$ cat src/rtl/csr_gpio_if.sv
// csr_gpio_if: CSR access bundle between the control unit's csrrw decode
// and the GPIO peripheral. The master drives the write strobe, the address
// and the write data; the slave returns the old CSR value.
interface csr_gpio_if #(
    parameter int WIDTH = 32
);
    logic             gpio_we;
    logic [11:0]      csr;
    logic [WIDTH-1:0] wdata;
    logic [WIDTH-1:0] rdata;

    modport master (output gpio_we, csr, wdata, input rdata);
    modport slave  (input gpio_we, csr, wdata, output rdata);
endinterface

$ cat src/rtl/csr_gpio.sv
// csr_gpio: CSR-mapped GPIO. Output port register at 0xF02, debounced input
// at 0xF00, sticky change flag at 0xF01 (write-to-clear).
// Build option: define CSR_GPIO_DEBOUNCE_EN to build the whole-vector
// debouncer; without it the synchronized input feeds 'stable' directly.
module csr_gpio #(
    parameter int WIDTH     = 32,
    parameter int IN_WIDTH  = 18,
    parameter int DB_CYCLES = 50000
) (
    input  logic                clk,
    input  logic                rst_n,
    csr_gpio_if.slave           bus,
    input  logic [IN_WIDTH-1:0] gpio_in,
    output logic [WIDTH-1:0]    gpio_out,
    output logic                in_changed
);
    localparam logic [11:0] A_IN   = 12'hF00;
    localparam logic [11:0] A_STAT = 12'hF01;
    localparam logic [11:0] A_OUT  = 12'hF02;

    logic [IN_WIDTH-1:0] s1, s2;
    logic [IN_WIDTH-1:0] stable, stable_nxt;
    logic                stable_upd;
    logic                out_we, stat_we;

    assign out_we  = bus.gpio_we && (bus.csr == A_OUT);
    assign stat_we = bus.gpio_we && (bus.csr == A_STAT);

    // two-flop synchronizer for the asynchronous pins
    always_ff @(posedge clk) begin
        if (!rst_n) begin
            s1 <= '0;
            s2 <= '0;
        end else begin
            s1 <= gpio_in;
            s2 <= s1;
        end
    end

`ifdef CSR_GPIO_DEBOUNCE_EN
    localparam int CNT_W = (DB_CYCLES < 1) ? 1 : $clog2(DB_CYCLES + 1);
    localparam logic [CNT_W-1:0] CNT_MAX = CNT_W'(DB_CYCLES);

    // COMMIT is a decode of the counter, not a separate register: the
    // candidate is adopted on the edge after the count saturates.
    typedef enum logic {TRACK, COMMIT} db_state_e;

    db_state_e           db_state;
    logic [IN_WIDTH-1:0] cand, cand_nxt;
    logic [CNT_W-1:0]    cnt, cnt_nxt;

    // debouncer state register; reset drops any pending candidate
    always_ff @(posedge clk) begin
        if (!rst_n) begin
            cand <= '0;
            cnt  <= '0;
        end else begin
            cand <= cand_nxt;
            cnt  <= cnt_nxt;
        end
    end

    // whole-vector debounce: any bounce restarts the count, count saturates
    always_comb begin
        cand_nxt   = cand;
        cnt_nxt    = cnt;
        stable_nxt = stable;
        db_state   = TRACK;
        if (s2 != cand) begin
            cand_nxt = s2;
            cnt_nxt  = '0;
        end else if (cnt < CNT_MAX) begin
            cnt_nxt = cnt + 1'b1;
        end
        if ((cnt == CNT_MAX) && (cand != stable)) begin
            db_state   = COMMIT;
            stable_nxt = cand;
        end
    end

    assign stable_upd = (db_state == COMMIT);
`else
    assign stable_nxt = s2;
    assign stable_upd = (s2 != stable);
`endif

    // debounced value and sticky change flag; a set beats a same-edge clear
    always_ff @(posedge clk) begin
        if (!rst_n) begin
            stable     <= '0;
            in_changed <= 1'b0;
        end else begin
            stable <= stable_nxt;
            if (stable_upd)
                in_changed <= 1'b1;
            else if (stat_we)
                in_changed <= 1'b0;
        end
    end

    // output port register
    always_ff @(posedge clk) begin
        if (!rst_n)
            gpio_out <= '0;
        else if (out_we)
            gpio_out <= bus.wdata;
    end

    // read mux from registered state only, so a write cycle returns the old value
    always_comb begin
        bus.rdata = '0;
        case (bus.csr)
            A_IN:    bus.rdata = WIDTH'(stable);
            A_STAT:  bus.rdata = WIDTH'(in_changed);
            A_OUT:   bus.rdata = gpio_out;
            default: bus.rdata = '0;
        endcase
    end
endmodule
$ cat src/flat_wrapper.sv
// flat-port wrapper written by rule: the top's interface ports become plain ports
module csr_gpio_flat 
#(
    parameter int WIDTH     = 32,
    parameter int IN_WIDTH  = 18,
    parameter int DB_CYCLES = 50000
)
  (clk, rst_n, gpio_in, gpio_out, in_changed, bus_gpio_we, bus_csr, bus_wdata, bus_rdata);
  csr_gpio_if #(.WIDTH(WIDTH)) bus_i ();
  input  logic clk;
  input  logic rst_n;
  input  logic [IN_WIDTH-1:0] gpio_in;
  output logic [WIDTH-1:0] gpio_out;
  output logic in_changed;
  input wire logic [$bits(bus_i.gpio_we)-1:0] bus_gpio_we;
  input wire logic [$bits(bus_i.csr)-1:0] bus_csr;
  input wire logic [$bits(bus_i.wdata)-1:0] bus_wdata;
  output wire logic [$bits(bus_i.rdata)-1:0] bus_rdata;
  assign bus_i.gpio_we = bus_gpio_we;
  assign bus_i.csr = bus_csr;
  assign bus_i.wdata = bus_wdata;
  assign bus_rdata = bus_i.rdata;
  csr_gpio #(.WIDTH(WIDTH), .IN_WIDTH(IN_WIDTH), .DB_CYCLES(DB_CYCLES)) u_core (.clk(clk), .rst_n(rst_n), .bus(bus_i), .gpio_in(gpio_in), .gpio_out(gpio_out), .in_changed(in_changed));
endmodule
$ cat config.mk
export PLATFORM = sky130hd
export DESIGN_NAME = csr_gpio_flat
export DESIGN_NICKNAME = d
export VERILOG_FILES = /design/src/rtl/csr_gpio_if.sv /design/src/rtl/csr_gpio.sv /design/src/flat_wrapper.sv
export SDC_FILE = /design/constraint.sdc
export NUM_CORES = 1
export LEC_CHECK = 0
export CORE_ASPECT_RATIO = 0.5
export CORE_MARGIN = 5
export CORE_UTILIZATION = 44
export CTS_BUF_LIST = sky130_fd_sc_hd__clkbuf_8
export CTS_CLUSTER_DIAMETER = 40
export DETAILED_ROUTE_END_ITERATION = 7
export GPL_TIMING_DRIVEN = 1
export PLACE_DENSITY = 0.85
export REMOVE_ABC_BUFFERS = 1
export SYNTH_ARGS = -nofsm -noshare
export SYNTH_HDL_FRONTEND = slang
export SYNTH_SLANG_ARGS = --single-unit
$ cat constraint.sdc
create_clock -name clk -period 2.3 [get_ports clk]
set_input_delay 0.23 -clock clk [delete_from_list [all_inputs] [get_ports clk]]
set_output_delay 0.23 -clock clk [all_outputs]
set_load 0.01 [all_outputs]
==> metrics, run 1 <==
Reg power frac 55.8%; largest net degree at the start of global routing between 50 and 60; Post-DP Area 4640 um2; Critical Path End bus_rdata[12]; gr busiest metal met2; crit path max-delay cell type or4_4; maximum clock path buffer count 2; first-pass GRT wire length about 13 mm; Buf/Inv on CP 4; clk slew on worst S/H paths 0.08 ns; I/O pin cnt 130; transition time of the tightest slew-check pin just under 0.6 ns; # DRC 0; CTS tree built; Setup WS pre-CTS -0.627 ns; CP Depth 8; HPWL Detailed between 6 and 7 mm; Post-synth ARST share 0%; Yosys cell types 25; Routed WL 8.25 mm; Final Cycle Share 97.7%; status complete, no violations; reg-to-reg startpoint u_core.stable[17]; clock network power share approximately 37%; FF+latch count, synth 87; FF/Latch Area approximately 1700 um2; CTS H-tree lvls 3; Avg Cell Area, Syn 10.9 um2; die width 130 um; die height roughly 70 um; via count 2542; unrepaired setup endpoints after global routing false; CTS Buf Count 9; Yosys warning count 0; complex-gate fraction of the synthesized area 5.18%; Fillers 507; initial drt markers about 110; Worst Skew 0.00534 ns; total power 0.00280 W; Setup WS post-layout 0.0534 ns; Max Cap Viol 0; gr usage total 18.5%; met1 GRT Util approximately a fifth; Synth Cell Area 3190 um2; Placeable Area 6860 um2; setup_tns 0 ns; largest family of logic cells by synthesized area simple AND/OR/NAND/NOR gates; worst stage delay on the critical path roughly 0.53 ns; final setup fails 0; routing usage on met3 just over 5%; Adder-Cell Fraction of Synth Area 0%; largest fanout on the critical path 7; Net Sw Power 0.000593 W; R2R Setup Slk ~1.1 ns; Syn Inst Count 293; vias in the first global route 2579; Antenna Cells 0; nets 498; residual overflow from global routing 0; Initial Utilization between 40% and 50%; design internal power around 0.0022 W; Seq/Total Area, Yosys 54.6%; design area 4740 um2; Yosys top cell by area dfxtp_1; kind of critical path primary input to primary output; area share of the largest cell type after synthesis 54.6%; fmax around 450 MHz; maximum VDD drop 0.477 mV; clk_lat worst skew between 0.3 and 0.4 ns; relative slew slack 60.8%; drt wl/cell 15.6 um; Pleak around 1.9 nW; Worst setup SP type primary input; Syn-to-layout area delta 48.6%; CP endpoint kind primary output; Worst EP arrival 2.02 ns; initial antenna violation count 0; post-synthesis mux area share 10.4%; PortBufs 129; Reg2Reg Depth 4; Sw Share 21.1%; critical path cell sequence buf_2, or4_4, or3_4, nor3b_4, buf_6, buf_6, a22o_1, buf_2; met2 Resource Use GR 33.5%; minimum clock period 2.25 ns; Tightest Hold Check Type flop to flop; Sink Count 87; # rows 21; Clock Tree Root clkbuf_8; CP delay by family, top simple AND/OR/NAND/NOR gates; Crit Reg-Reg Endpoint u_core.in_changed; P per Cell Area slightly below 600 nW/um2; DIE AREA 9150 um2; area of the multi-input gates between 1000 and 1500 um2; 1st-pass router iterations 5; routability cong. 0.770; share of cells above drive strength 1 16.0%; main flop type after synthesis dfxtp_1; Post-synth EDFFs 0; synth top area cells dfxtp_1 (55%), and2_1 (13%), mux2i_1 (10%), a22o_1 (4.7%), xnor2_1 (4.4%); remaining antenna violation count 0; XOR/XNOR Fraction of Synth Area 4.94%; Worst EP required 2.07 ns; CP Launch Point bus_csr[6]; Comb pwr share 7.3%; Hold Vio Cnt, Final 0; post-synthesis simple-gate area fraction 21.9%; routed vias/inst a little under 5; Slew Limit Fails 0
## final cells by class
class	instances	area share, %
Sequential cell	87	36.8
Multi-Input combinational cell	189	28.5
Timing Repair Buffer	145	28.0
Clock buffer	10	2.90
Tap cell	92	2.43
Clock inverter	5	1.27
Inverter	1	0.0792
## how the worst min path moves through the flow
stage,startpoint,to,slack [ns],cells after the start
2_1_floorplan,rst_n,u_core.s1[0],0.35,1
3_3_place_gp,u_core.s1[6],u_core.s2[6],0.41,1
3_5_place_dp,u_core.s1[1],u_core.s2[1],0.42,1
4_1_cts,gpio_in[8],u_core.s1[8],0.42,2
5_1_grt,gpio_in[8],u_core.s1[8],0.42,2
6_report,u_core.s1[2],u_core.s2[2],0.44,1
## worst reg2reg max path, stage by stage (launching register included)
cell	delay [ns]
dfxtp_1	0.34
xnor2_1	0.20
nand4_1	0.16
nor3_1	0.22
a31oi_1	0.13
## through the flow
step / hold slack (ns) / instances / util, %
final: 0.436 / 529 / 69.1
after global routing: 0.420 / 529 / 69.1
after CTS: 0.423 / 529 / 68.9
after detailed placement: 0.419 / 510 / 67.7
after global placement: 0.415 / 510 / 67.7
after floorplan: 0.352 / 277 / -
## cells by family after synthesis
family	after synthesis
AO/OA/AOI/OAI	20
flip-flops	87
AND/OR/NAND/NOR	118
XOR/XNOR	18
buffers and inverters	17
multiplexers	33
## power groups by stage
stage / Sequential, W / Clock (W) / Combinational, W
global placement: 0.00160 / 0 / 0.000203
finish: 0.00156 / 0.00103 / 0.000206
floorplan: 0.00159 / 0 / 0.0000616
CTS: 0.00156 / 0.00106 / 0.000209
detailed placement: 0.00160 / 0 / 0.000207
global route: 0.00157 / 0.00113 / 0.000225
## synthesized netlist by cell type (2+ instances only)
| cell type | instances |
|---|---|
| nand4_1 | 5 |
| a22o_1 | 17 |
| nor3_1 | 2 |
| buf_6 | 2 |
| buf_4 | 5 |
| mux2i_1 | 33 |
| dfxtp_1 | 87 |
| xnor2_1 | 16 |
| nor2_1 | 34 |
| clkbuf_1 | 9 |
| and2_1 | 68 |
| xor2_1 | 2 |
## what timing repair did
action / CTS / global route
pin swaps: 4 / 6
endpoints found under the setup margin: 32 / 26
hold buffers: 0 / 0
gates resized for setup: 142 / 9
setup buffers: 2 / 0
cloned: 2 / 0
## registers in the layout (all words and copies together), names as in the netlist
register and cells:
u_core.stable 18, u_core.s1 18, u_core.s2 18, u_core.gpio_out 32
u_core.in_changed 1
## per-layer routing
metal  wire (um)  vias up  share of wire, %
met3         365       20               4.4
li1            -     1244                 -
met1        3240     1205                39
met2        4440       73                54
met5           0        -                 0
met4         207        0               2.5
## placed cells by master (no fill, tap or decap), types with 4 or more instances in the layout
cell              n
xnor2_1          16
buf_12            4
clkdlybuf4s50_1  87
buf_6             6
mux2i_1          33
and2_1           68
nor2_1           34
dfxtp_1          87
buf_4             6
buf_2            33
dlymetal6s2s_1    6
clkbuf_8         10
nand4_1           5
a22o_1           17
(Power assumes the default switching activity.)
==> run 2: changes to the inputs <==
CORE_UTILIZATION = 45   (was 44)
PLACE_DENSITY = 0.86   (was 0.85)
RECOVER_POWER = 25   (was unset)
clock period = 2.8 ns   (was 2.3 ns; I/O delays follow)
==> metrics, run 2 (synthesized netlist as in run 1, its figures left out) <==
most frequent cells in the layout clkdlybuf4s50_1 (93), dfxtp_1 (87), and2_1 (49); routed vias/inst around 4.6; 1st-pass router iterations 4; Worst Skew between 0.01 and 0.015 ns; Hold Vio Cnt, Final 0; clk_lat worst skew 0.36 ns; initial drt markers 119; Biggest register u_core.gpio_out; kind of critical path primary input to primary output; first-pass GRT wire length 13.1 mm; Max Cap Viol 0; PortBufs 129; initial antenna violation count 0; Sink Count 87; unrepaired setup endpoints after global routing false; Fillers 490; Post-Place Cells 511; DIE AREA 8970 um2; routability cong. between 0.8 and 0.9; critical path cell sequence clkdlybuf4s50_1, or2_2, or3_4, nor3b_4, buf_6, buf_4, buf_4, buf_4, a22o_1, dlymetal6s2s_1; worst stage delay on the critical path 0.40 ns; Tightest Hold Check Type flop to flop; die width 129 um; Final Cycle Share 97.2%; maximum VDD drop 0.360 mV; Antenna Cells 0; P per Cell Area 484 nW/um2; total power 0.00236 W; leading cell type in the layout, fill and taps excluded clkdlybuf4s50_1; relative slew slack 5.53%; Largest register FFs 32; largest fanout on the critical path 7; residual overflow from global routing 0; Clock Tree Root clkbuf_8; CTS tree built; Syn-to-layout area delta 53.1%; final setup fails 0; CTS H-tree lvls 3; share of cells above drive strength 1 11.5%; Worst setup SP type primary input; CP endpoint kind primary output; nets 505; I/O pin cnt 130; gr usage total 18.5%; HPWL Detailed 6.09 mm; CTS Buf Count 9; die height approximately 70 um; crit path max-delay cell type clkdlybuf4s50_1; status complete, no violations; vias in the first global route 2579; Worst EP required 2.52 ns; Worst EP arrival 2.44 ns; Slew Limit Fails 0; CP dominant cell by count buf_4; drt wl/cell 15.5 um; Routed WL 8.30 mm; Initial Utilization roughly 47%; transition time of the tightest slew-check pin 1.42 ns; # DRC 0; # rows 21; fin cells 537; minimum clock period roughly 2.7 ns; setup_tns 0 ns; fmax 367 MHz; largest net degree at the start of global routing 54; R2R Setup Slk about 1.6 ns; remaining antenna violation count 0; Placeable Area between 6000 and 7000 um2; clk slew on worst S/H paths 0.08 ns; maximum clock path buffer count 2; Pleak 2.10 nW; via count 2468
-- run 2: power breakdown --
group          leakage [nW]  switching [W]  internal, W
Clock                 0.105       0.000480     0.000434
Combinational          1.28      0.0000520     0.000113
Sequential            0.710      0.0000170      0.00127
-- run 2: routing by layer --
metal | wire, um | global-route usage (%) | vias to the layer above
met5 | 0 | 0 | -
met4 | 164 | 6.64 | 0
met3 | 393 | 5.69 | 17
met2 | 4320 | 32.8 | 67
met1 | 3420 | 20.9 | 1122
li1 | - | - | 1262
-- run 2: path summary, 6_finish.rpt --
check | cells after the start | from | end
worst max-delay path | 10 | bus_csr[3] | bus_rdata[7]
worst min-delay path | 1 | u_core.s1[5] | u_core.s2[5]
worst max register to register | 4 | u_core.stable[0] | u_core.in_changed
worst min register to register | 1 | u_core.s1[5] | u_core.s2[5]
-- run 2: layout make-up --
class	count	area, um2	share of cell area [%]
Clock inverter	7	88.8	1.82
Clock buffer	9	124	2.54
Tap cell	92	115	2.36
Sequential cell	87	1740	35.7
Inverter	1	3.75	0.0769
Timing Repair Buffer	152	1460	29.9
Multi-Input combinational cell	189	1350	27.7
-- run 2: worst max-delay path: cells and delay by family --
| family | cells | cell delay (ns) |
|---|---|---|
| AO/OA/AOI/OAI | 1 | 0.14 |
| AND/OR/NAND/NOR | 3 | 0.96 |
| buffers and inverters | 6 | 1.06 |
-- run 2: through the flow --
stage	util, %	hold WS (ns)	setup WS [ns]	cell area, um2
after detailed placement	67.8	0.418	-0.265	4600
after global routing	72.0	0.442	0.0124	4880
final	72.0	0.436	0.0785	4880
after floorplan	-	0.402	-0.0408	3100
after CTS	70.8	0.434	-0.232	4800
after global placement	67.8	0.414	-0.220	4600
-- run 2: timing repair --
action                                  4_1_cts  5_1_grt
pin swaps                                     1        4
buffers inserted                              3        9
hold buffers                                  0        0
resized for setup                            47       17
endpoints found under the setup margin       31       22
